### src/rtl/sc_io_input_port.sv
// Memory-mapped input port block: two 4-bit switch groups, each synchronised and
// debounced, with sticky change flags and a registered CPU read word.
module sc_io_input_port #(
    parameter int unsigned DEBOUNCE_CYCLES = 4,
    parameter logic [31:0] ADDR_PORT0      = 32'hC0,
    parameter logic [31:0] ADDR_PORT1      = 32'hC4,
    parameter logic [31:0] ADDR_STATUS     = 32'hC8
) (
    input  logic        clock,
    input  logic        resetn,
    input  logic [3:0]  in_port0,
    input  logic [3:0]  in_port1,
    input  logic [31:0] addr,
    input  logic        rd,
    output logic [31:0] io_read_data,
    output logic [1:0]  changed
);

    typedef enum logic {
        IDLE,
        COUNT
    } db_state_t;

    localparam logic [7:0] CNT_LAST = 8'(DEBOUNCE_CYCLES);

    db_state_t  state_q  [2];
    db_state_t  state_d  [2];
    logic [3:0] sync1_q  [2];
    logic [3:0] sync2_q  [2];
    logic [3:0] cand_q   [2];
    logic [3:0] cand_d   [2];
    logic [3:0] stable_q [2];
    logic [3:0] stable_d [2];
    logic [7:0] cnt_q    [2];
    logic [7:0] cnt_d    [2];
    logic [1:0] accept;
    logic [1:0] changed_d;
    logic [31:0] rd_word;
    logic        is_status;
    logic        addr_unused_bits;

    assign addr_unused_bits = ^addr[1:0];

    // Debounce next-state: both ports share the same rules, evaluated independently.
    always_comb begin
        for (int unsigned p = 0; p < 2; p++) begin
            state_d[p[0]]  = state_q[p[0]];
            cand_d[p[0]]   = cand_q[p[0]];
            cnt_d[p[0]]    = cnt_q[p[0]];
            stable_d[p[0]] = stable_q[p[0]];
            accept[p[0]]   = 1'b0;
            case (state_q[p[0]])
                IDLE: begin
                    if (sync2_q[p[0]] != stable_q[p[0]]) begin
                        cand_d[p[0]] = sync2_q[p[0]];
                        if (DEBOUNCE_CYCLES == 1) begin
                            stable_d[p[0]] = sync2_q[p[0]];
                            accept[p[0]]   = 1'b1;
                            cnt_d[p[0]]    = '0;
                        end else begin
                            cnt_d[p[0]]   = 8'd1;
                            state_d[p[0]] = COUNT;
                        end
                    end
                end
                COUNT: begin
                    if (sync2_q[p[0]] == stable_q[p[0]]) begin
                        cnt_d[p[0]]   = '0;
                        state_d[p[0]] = IDLE;
                    end else if (sync2_q[p[0]] != cand_q[p[0]]) begin
                        cand_d[p[0]] = sync2_q[p[0]];
                        cnt_d[p[0]]  = 8'd1;
                    end else if ((cnt_q[p[0]] + 8'd1) == CNT_LAST) begin
                        stable_d[p[0]] = cand_q[p[0]];
                        accept[p[0]]   = 1'b1;
                        cnt_d[p[0]]    = '0;
                        state_d[p[0]]  = IDLE;
                    end else begin
                        cnt_d[p[0]] = cnt_q[p[0]] + 8'd1;
                    end
                end
                default: begin
                    cnt_d[p[0]]   = '0;
                    state_d[p[0]] = IDLE;
                end
            endcase
        end
    end

    // Read word uses pre-edge state; an accept on the clearing edge still sets its flag.
    always_comb begin
        rd_word   = '0;
        is_status = (addr[31:2] == ADDR_STATUS[31:2]);
        if (addr[31:2] == ADDR_PORT0[31:2]) begin
            rd_word = {28'b0, stable_q[0]};
        end else if (addr[31:2] == ADDR_PORT1[31:2]) begin
            rd_word = {28'b0, stable_q[1]};
        end else if (is_status) begin
            rd_word = {30'b0, changed};
        end
        changed_d = (rd && is_status) ? accept : (changed | accept);
    end

    always_ff @(posedge clock or negedge resetn) begin
        if (!resetn) begin
            for (int unsigned p = 0; p < 2; p++) begin
                sync1_q[p[0]]  <= '0;
                sync2_q[p[0]]  <= '0;
                cand_q[p[0]]   <= '0;
                cnt_q[p[0]]    <= '0;
                stable_q[p[0]] <= '0;
                state_q[p[0]]  <= IDLE;
            end
            changed      <= '0;
            io_read_data <= '0;
        end else begin
            sync1_q[0] <= in_port0;
            sync1_q[1] <= in_port1;
            for (int unsigned p = 0; p < 2; p++) begin
                sync2_q[p[0]]  <= sync1_q[p[0]];
                cand_q[p[0]]   <= cand_d[p[0]];
                cnt_q[p[0]]    <= cnt_d[p[0]];
                stable_q[p[0]] <= stable_d[p[0]];
                state_q[p[0]]  <= state_d[p[0]];
            end
            changed <= changed_d;
            if (rd) begin
                io_read_data <= rd_word;
            end
        end
    end

endmodule
### config.mk
export PLATFORM = sky130hd
export DESIGN_NAME = sc_io_input_port
export DESIGN_NICKNAME = d
export VERILOG_FILES = /design/src/rtl/sc_io_input_port.sv
export SDC_FILE = /design/constraint.sdc
export NUM_CORES = 1
export LEC_CHECK = 0
export BUFFER_PORTS_ARGS = -buffer_cell sky130_fd_sc_hd__buf_2
export CORE_ASPECT_RATIO = 1.2
export CORE_UTILIZATION = 51
export CTS_BUF_LIST = sky130_fd_sc_hd__clkbuf_8
export CTS_CLUSTER_SIZE = 16
export DETAILED_ROUTE_END_ITERATION = 8
export GPL_TIMING_DRIVEN = 1
export PLACE_DENSITY = 0.78
export SETUP_SLACK_MARGIN = 0.4
export SLEW_MARGIN = 10
export SYNTH_ARGS = -nofsm -noshare
export SYNTH_HDL_FRONTEND = slang
export SYNTH_SLANG_ARGS = --single-unit
### constraint.sdc
create_clock -name clock -period 2.4 [get_ports clock]
set_input_delay 0.48 -clock clock [delete_from_list [all_inputs] [get_ports clock]]
set_output_delay 0.48 -clock clock [all_outputs]
set_load 0.01 [all_outputs]
==> metrics.txt, run 1 <==
CTS tree=yes; routed len/inst=13.1 um; kind of critical path=reg2reg; Final min period=1940 ps; RSZ-0062 raised after global routing=true; Yosys warning count=0; Iteration-0 DRC Markers=roughly 110; final wirelength=~5000 um; clock-pin slew on the worst setup and hold paths=roughly 100 ps; Max-Cap Viols=0; CTS Buffer Depth=2; Clock Skew=9.62 ps; cts bufs inserted=5; antenna violations before repair=0; Leakage Power=about 1.6 nW; met3 wire length=approximately 330 um; share of the synthesized area in the top cell type=49.8%; Async S/R FF share, synth=between 90% and 100%; final std cells w/o fill=372; CP Capture Type=flip-flop; worst path required time=around 2600 ps; io pins=between 70 and 80; dominant cell type by area after synthesis=dfrtp_1; max-slew violations=0; critical path's slowest cell=or4b_2; gr usage total=around 18%; total power=~2.4 mW; DP Wirelength=between 3000 and 4000 um; Largest stage delay, worst path=roughly 640 ps; Max Clk Rate=~520 MHz; Die Ht=83.4 um; share of layout cells above drive strength 1=between 30% and 40%; first-pass GRT wire length=just over 8000 um; Netlist cell types=48; R2R cell count=5; ranking of synthesized cells by area=dfrtp_1 (50%), buf_4 (7.7%), mux2_2 (3.2%); crit start category=flip-flop; RR Endpoint=stable_q[5]$_DFFE_PN0P_; TritonCTS Sinks=between 50 and 60; Core Region=between 5000 and 6000 um2; Post-Syn Area per Cell=around 11 um2; DRT Pass-1 Iters=4; Cells after Synth=248; Die W=69.8 um; final period utilization=between 80% and 90%; crit-path max FO=4; Post-synth EDFFs=0; DR vias/cell=roughly 5.3; Detail Route met2 WL=~2300 um; H-tree Lvls=2; Worst-Margin Slew=just under 800 ps; post-synthesis sequential area ratio=49.8%; most frequent cells after synthesis=dfrtp_1 (56), buf_4 (29), o21ai_0 (15), nand2_1 (11); Hold Violations, Final=0; cell row count=29; Netlist Area Pre-Place=2810 um2; Layout area overhead=14.0%; Main synth FF type=dfrtp_1; total global routing overflow=0; worst path bufs/invs=0; fin util=about three fifths; worst-skew pair later-pin latency=about 310 ps; largest net degree at the start of global routing=37; final setup fails=0; clock root buffer=clkbuf_8; worst reg2reg path startpoint=cnt_q[9]$_DFFE_PN0P_; number of nets in the layout=between 300 and 400; min-delay worst type=in2async; crit path DAT=between 2000 and 2500 ps; most numerous cell in the Yosys netlist=dfrtp_1; Peak VDD IR=approximately 0.43 mV; # port buffers=46; routed vias=1961; power per cell area=between 700 and 800 nW/um2; kind of cell adding the most delay to the critical path=simple AND/OR/NAND/NOR gates; GP Congestion=0.803; WL met1=roughly 2100 um; max layer used=met4; setup TNS=0 ps; synthesized flop and latch total=between 50 and 60; die area=slightly below 6000 um2; crit path launch=cnt_q[9]$_DFFE_PN0P_; Inst Count DP=about 360; vias in the first global route=between 1500 and 2000; Final ANT Viol Nets=0; Antenna diodes=0; R2R Setup Slk=around 460 ps; slew margin rel.=about 48%; status=complete, no violations; Initial Util=roughly 53%; crit-path cells=ha_1 -> or4b_2 -> nor3_4 -> nand2_4 -> mux2_4; DRC violations left=0
==> metal layers <==
metal / GRT usage [%] / vias up
met4: 6.55 / 0
met5: 0 / -
met3: 4.00 / 6
met1: 22.0 / 929
li1: - / 951
met2: 29.5 / 75
==> power by group <==
group / total [mW] / leakage, nW / switching, mW / internal (mW)
combinational: 0.586 / 0.793 / 0.289 / 0.297
sequential: 1.20 / 0.703 / 0.125 / 1.07
clock: 0.611 / 0.0541 / 0.302 / 0.309
==> sequential cells by signal, summed over array words and instances, names as in the netlist <==
register / cells
cnt_q: 16
state_q: 2
cand_q: 8
stable_q: 8
changed: 2
sync1_q: 8
io_read_data: 4
sync2_q: 8
==> logic make-up after synthesis <==
logic type / after synthesis / share of synthesized area (%)
mux: 20 / 8.54
fa+ha+maj: 2 / 0.890
simple gates: 78 / 17.8
xor+xnor: 11 / 3.43
other cells: 1 / 0.133
flops: 56 / 49.8
buf+inv: 39 / 9.43
compound gates: 41 / 9.92
==> area by class of cell <==
class / instances / area (um2)
Clock inverter: 3 / 42.5
Fill cell: 442 / 2090
Clock buffer: 5 / 68.8
Tap cell: 62 / 77.6
Timing Repair Buffer: 60 / 335
Inverter: 6 / 22.5
Sequential cell: 56 / 1400
Multi-Input combinational cell: 180 / 1260
==> cells in the final DEF, fill, tap and decap left out, types with 3 or more instances in the layout <==
master,netlist,final
a21o_1,3,3
a21oi_1,5,5
a22o_1,6,6
and3_1,5,5
buf_2,2,46
buf_4,29,14
clkbuf_8,0,5
conb_1,1,28
dfrtp_1,56,56
inv_1,6,6
mux2_2,8,8
mux2_4,6,6
mux2i_1,6,6
nand2_1,11,11
nand2b_1,5,5
nand3_1,10,10
nor2_1,10,10
nor2b_1,6,5
nor4_1,7,7
nor4b_1,3,3
o21ai_0,15,15
xor2_1,10,10
==> per-stage QoR <==
step / cell area [um2] / hold WS (ps) / setup slack (ps)
after floorplan: 2910 / 184 / 488
after global placement: 3020 / 334 / 374
after detailed placement: 3020 / 335 / 350
after CTS: 3160 / 254 / 404
after global routing: 3210 / 247 / 393
final: 3210 / 231 / 465
==> worst max path at each step <==
stage	end	slack [ps]	depth (start not counted)
6_report	stable_q[5]$_DFFE_PN0P_	460	5
5_1_grt	cnt_q[10]$_DFFE_PN0P_	390	6
4_1_cts	stable_q[5]$_DFFE_PN0P_	400	5
3_5_place_dp	stable_q[5]$_DFFE_PN0P_	350	5
3_3_place_gp	stable_q[5]$_DFFE_PN0P_	370	5
2_1_floorplan	stable_q[4]$_DFFE_PN0P_	490	5
==> timing repair <==
| item | 4_1_cts | 5_1_grt |
|---|---|---|
| endpoints found under the setup margin | 8 | 22 |
| setup buffers | 3 | 5 |
| pin swaps | 1 | 3 |
| hold buffers | 0 | 0 |
| gates resized for setup | 1 | 3 |
No activity file was read; power rests on OpenSTA's default activity.
==> inputs of run 2 (changes only) <==
ABC_AREA = 1   (was not set)
CORE_UTILIZATION = 50   (was 51)
clock period = 1.6 ns   (was 2.4 ns; I/O delays follow)
==> run 2 against run 1 <==
  * Worst hold slack lost 130 ps
  * Global-route usage rose by 3.4 points
  * Total power up 62%
  * Die area grew 14%
  * First-iteration DRC count rose by 48%
  * Final cell count grew 62%
  * Flip-flop and latch count did not move
  * Largest power group unchanged
==> metrics.txt, run 2 <==
final setup fails=0; Leakage Power=around 2.2 nW; clock root buffer=clkbuf_8; CTS tree=yes; crit start category=flip-flop; FILL cells=approximately 450; worst path bufs/invs=1; area of the multi-input gates=around 1700 um2; cts bufs inserted=5; total global routing overflow=0; Yosys warning count=0; die area=between 6000 and 7000 um2; clock-pin slew on the worst setup and hold paths=110 ps; TritonCTS Sinks=56; worst path required time=1820 ps; final std cells w/o fill=~600; routed vias=approximately 2900; Iteration-0 DRC Markers=roughly 160; most numerous cell in the Yosys netlist=nand2_1; kind of critical path=reg2reg; Post-synth EDFFs=0; DRT Pass-1 Iters=4; register area=1410 um2; commonest non-fill, non-tap cell in the layout=nand2_1; share of layout cells above drive strength 1=between 30% and 40%; antenna violations before repair=0; Initial Util=between 50% and 60%; Max-Cap Viols=0; final period utilization=about 96%; worst-skew pair later-pin latency=about 320 ps; most frequent cells after synthesis=nand2_1 (132), inv_1 (62), dfrtp_1 (56), buf_4 (29), nand3_1 (29); DR vias/cell=around 4.9; share of the synthesized area in the top cell type=between 40% and 50%; most frequent cells in the layout=nand2_1 (102), dfrtp_1 (51), inv_1 (50); io pins=77; Clock Skew=~18 ps; synthesized flop and latch total=56; Largest stage delay, worst path=between 400 and 500 ps; Die Ht=between 80 and 90 um; total power=approximately 3.9 mW; CP Capture Type=flip-flop; flip-flop count of the largest register after layout=16; Hold Violations, Final=0; DP Wirelength=roughly 4300 um; Layout area overhead=32.7%; final hold slack=around 100 ps; dpl cell area=between 3000 and 4000 um2; Cells after Synth=~420; Inst Count DP=about 550; Peak VDD IR=~0.7 mV; DRC violations left=0; crit-path max FO=5; Antenna diodes=0; Netlist cell types=22; critical path's slowest cell=dfrtp_2; Async S/R FF share, synth=between 90% and 100%; status=complete, no violations; max-slew violations=0; Crit path top cell by count=nand2_2; Final ANT Viol Nets=0; # port buffers=46; cell row count=31; ranking of synthesized cells by area=dfrtp_1 (44%), nand2_1 (16%), inv_1 (7.4%); largest net degree at the start of global routing=57; final instance area=~4200 um2; crit path DAT=between 1500 and 2000 ps; dominant cell type by area after synthesis=dfrtp_1; Netlist Area Pre-Place=3160 um2; Die W=approximately 75 um; gr usage total=21.0%; Max Clk Rate=650 MHz; power per cell area=~900 nW/um2; min-delay worst type=in2reg; GP Congestion=between 0.8 and 0.9; CTS Buffer Depth=2; number of nets in the layout=564; first-pass GRT wire length=about 11000 um; crit-path cells=nand2_1 -> inv_1 -> nand4_1 -> nand2_4 -> nor2_4 -> nand3_4 -> nand2_2 -> nand2_2; final wirelength=between 7000 and 8000 um; kind of cell adding the most delay to the critical path=simple AND/OR/NAND/NOR gates; post-synthesis sequential area ratio=~44%; Final min period=between 1500 and 2000 ps; vias in the first global route=~2500; Main synth FF type=dfrtp_1; Post-Syn Area per Cell=about 7.5 um2; routed len/inst=12.3 um; Core Region=between 6000 and 7000 um2; RSZ-0062 raised after global routing=true; H-tree Lvls=2
-- run 2: cell types whose count changed in the layout (fill, tap and decap cells not counted), sizes merged, moves of 14 or more --
cell / delta
inv: +61
nor2: +28
buf: +35
nand3: +21
mux2: -14
nand2: +132
o21ai: +17
-- run 2: worst paths after layout --
| path | startpoint | to | slack (ps) | cells past startpoint |
|---|---|---|---|---|
| setup reg to reg | cnt_q[12]$_DFFE_PN0P_ | stable_q[7]$_DFFE_PN0P_ | 60 | 8 |
| hold reg to reg | sync1_q[0]$_DFF_PN0_ | sync2_q[0]$_DFF_PN0_ | 360 | 0 |
| min in group asynchronous | resetn | cnt_q[4]$_DFFE_PN0P_ | 490 | 3 |
| max in group asynchronous | resetn | cnt_q[11]$_DFFE_PN0P_ | 810 | 3 |
| hold / removal | in_port0[0] | sync1_q[4]$_DFF_PN0_ | 100 | 1 |
| setup / recovery | cnt_q[12]$_DFFE_PN0P_ | stable_q[7]$_DFFE_PN0P_ | 60 | 8 |
-- run 2: per-layer routing --
| metal | part of all wire (%) | vias to the layer above | global-route usage [%] |
|---|---|---|---|
| met2 | 52 | 114 | 37.0 |
| met4 | 2.3 | 0 | 8.40 |
| met1 | 40 | 1357 | 25.1 |
| li1 | - | 1440 | - |
| met3 | 5.6 | 18 | 3.95 |
| met5 | 0 | - | 0 |
-- run 2: cell type report --
cell class              instances  share of cell area, %
repair buffers                 96                   15.8
clock inverters                 3                  0.508
flip-flops and latches         56                   33.6
well taps                      82                   2.45
clock buffers                   5                   1.64
multi-input cells             294                   40.0
inverters                      66                   6.04
-- run 2: kinds of logic (layout without fill, tap and decap cells) --
group / count (synthesis) / after routing / share of synthesized area (%)
flops: 56 / 56 / 44.4
simple gates: 228 / 229 / 33.5
buf+inv: 96 / 170 / 15.1
other cells: 1 / 28 / 0.119
xor+xnor: 3 / 3 / 0.833
compound gates: 32 / 32 / 5.19
fa+ha+maj: 2 / 2 / 0.793
-- run 2: repair_timing --
item	4_1_cts	5_1_grt
buffers inserted	28	19
hold buffers	0	1
gates resized for setup	42	61
hold endpoints to repair	0	5
cloned	1	0
pin swaps	25	29
setup endpoints to repair	38	42
-- run 2: worst reg2reg max path, delay by kind of cell (launching register included) --
kind	cells	cell delay (ps)
AND/OR/NAND/NOR	7	870
flip-flops	1	470
buffers and inverters	1	100
-- run 2: metrics by stage --
step | util [%] | setup WS [ps] | setup TNS, ps
after floorplan | - | 161 | 0
after global placement | 56.9 | 80.2 | 0
after detailed placement | 56.9 | 26.9 | 0
after CTS | 64.0 | 126 | 0
after global routing | 69.2 | -49.3 | -280
final | 69.2 | 61.1 | 0
-- run 2: power breakdown --
part	internal, mW	switching (mW)
sequential	1.58	0.173
clock	0.312	0.492
combinational	0.601	0.710
==> inputs of run 3 (changes only) <==
ABC_AREA = not set   (was 1)
CORE_UTILIZATION = 49   (was 50)
==> run 3 against run 2 <==
  * The run now ends with DRC, setup timing left
  * Total power grew 9.6%
  * Clock-buffer cell count stayed put
  * Register-to-register slack lost 330 ps
  * Combinational power rose by 30%
  * Final cell count down 28%
  * Global-route usage grew 0.42 points
  * Utilization grew 5.5 points
  * Sequential share of layout area up 1.1 points
  * Flip-flop and latch count is the same
  * Critical path type unchanged
  * Largest cell class unchanged
  * Largest power group unchanged
  * Highest routed layer unchanged
==> metrics.txt, run 3 (synthesis gave the netlist of run 1 again) <==
setup slack after layout=-271 ps; worst path bufs/invs=1; Peak VDD IR=slightly above 0.6 mV; Largest stage delay, worst path=between 400 and 500 ps; clock-pin slew on the worst setup and hold paths=110 ps; Iteration-0 DRC Markers=roughly 210; R2R cell count=6; first-pass GRT wire length=about 9900 um; hold endpoint=sync1_q[1]$_DFF_PN0_; # port buffers=46; violated checks=DRC, setup timing; dpl cell area=about 3500 um2; Hold Violations, Final=0; worst path required time=roughly 1800 ps; power per cell area=about 1000 nW/um2; Die Ht=85.0 um; worst reg2reg path startpoint=cand_q[0]$_DFFE_PN0P_; final wirelength=about 7200 um; crit-path max FO=3; most frequent cells in the layout=dfrtp_1 (55), buf_4 (55), buf_2 (46); CTS Buffer Depth=2; RSZ-0062 raised after global routing=true; final period utilization=117%; share of layout cells above drive strength 1=between 50% and 60%; CTS tree=yes; FILL cells=between 300 and 400; crit path DAT=2090 ps; final instance area=about 4000 um2; met3 GRT Util=under 10%; Clock Skew=~16 ps; DR vias/cell=5.45; TritonCTS Sinks=56; max-slew violations=0; Antenna diodes=0; Final min period=~1900 ps; Leakage Power=1.97 nW; DP Wirelength=between 4000 and 5000 um; kind of critical path=reg2reg; Initial Util=a little over half; vias in the first global route=about 2300; cts bufs inserted=5; Max Clk Rate=roughly 530 MHz; cell row count=29; Inst Count DP=slightly above 400; RR Endpoint=stable_q[0]$_DFFE_PN0P_; routed vias=2377; DRT Pass-1 Iters=7; worst-skew pair later-pin latency=320 ps; routed len/inst=~17 um; die area=approximately 6000 um2; crit start category=flip-flop; final std cells w/o fill=~440; worst hold stages=1; GP Congestion=0.846; Placement Setup Slack=-245 ps; total global routing overflow=0; most used routing layer=met2; DRC violations left=9; fin util=between 70% and 80%; final setup fails=35; total power=4.24 mW; critical path's slowest cell=a2111o_1; antenna violations before repair=0; largest net degree at the start of global routing=57; Die W=71.2 um; min-delay worst type=in2reg; flip-flop count of the largest register after layout=16; met1 global-route usage=24.8%; H-tree Lvls=2; Final ANT Viol Nets=0; Layout area overhead=43.5%; Hold Crit Start=in_port1[1]; gr usage total=21.4%; routing usage on met2=approximately two fifths; CP Capture Type=flip-flop; Max-Cap Viols=0; io pins=between 70 and 80; status=finished, violations left; Core Region=between 5000 and 6000 um2; crit-path cells=nor2b_4 -> a2111o_1 -> nor3_2 -> and2_4 -> buf_6 -> mux2_4; kind of cell adding the most delay to the critical path=simple AND/OR/NAND/NOR gates; number of nets in the layout=roughly 420; R2R Setup Slk=-270 ps; clock root buffer=clkbuf_8
run 3: worst max-delay path by stage:
stage | startpoint | endpoint | slack, ps | cells after the start
after floorplan | cnt_q[8]$_DFFE_PN0P_ | stable_q[4]$_DFFE_PN0P_ | -220 | 5
after global placement | cand_q[0]$_DFFE_PN0P_ | stable_q[0]$_DFFE_PN0P_ | -220 | 6
after detailed placement | cand_q[0]$_DFFE_PN0P_ | stable_q[0]$_DFFE_PN0P_ | -250 | 6
after CTS | cand_q[0]$_DFFE_PN0P_ | stable_q[0]$_DFFE_PN0P_ | -200 | 6
after global routing | cand_q[0]$_DFFE_PN0P_ | stable_q[1]$_DFFE_PN0P_ | -360 | 6
final | cand_q[0]$_DFFE_PN0P_ | stable_q[0]$_DFFE_PN0P_ | -270 | 6
run 3: per-stage QoR:
| step | hold slack (ps) | setup TNS (ps) |
|---|---|---|
| final | 108 | -6110 |
| after global routing | 90.4 | -8850 |
| after CTS | 102 | -3940 |
| after detailed placement | 336 | -5020 |
| after global placement | 332 | -4190 |
| after floorplan | 24.4 | -2720 |
run 3: layout make-up:
cell class | instances | area, um2 | share of cell area [%]
clock buffer | 5 | 68.8 | 1.70
timing repair buffer | 125 | 921 | 22.8
multi-input combinational | 180 | 1530 | 37.9
sequential | 56 | 1400 | 34.7
tap | 62 | 77.6 | 1.92
clock inverter | 2 | 12.5 | 0.310
inverter | 6 | 22.5 | 0.558
run 3: worst reg2reg max path, delay by kind of cell (launching register included):
| kind | cells | cell delay (ps) |
|---|---|---|
| mux | 1 | 300 |
| buf+inv | 1 | 110 |
| flops | 1 | 410 |
| compound gates | 1 | 430 |
| simple gates | 3 | 530 |
run 3: timing repair:
action / CTS / global route
hold endpoints to repair: 11 / 0
pin swaps: 10 / 11
cloned: 1 / 0
resized for setup: 49 / 24
setup endpoints to repair: 41 / 42
hold buffers: 1 / 0
setup buffers: 10 / 8
run 3: power breakdown:
group / total, mW / switching (mW) / leakage (nW) / internal [mW]
Clock: 0.762 / 0.464 / 0.0400 / 0.298
Sequential: 1.78 / 0.171 / 0.702 / 1.61
Combinational: 1.70 / 0.758 / 1.23 / 0.940
Total: 4.24 / 1.39 / 1.97 / 2.84
run 3: metal layers:
layer  wire length [um]  vias to the layer above
met5                  0                        -
met4                159                        0
met3                378                       19
met2               3810                      100
met1               2900                     1178
li1                   -                     1080
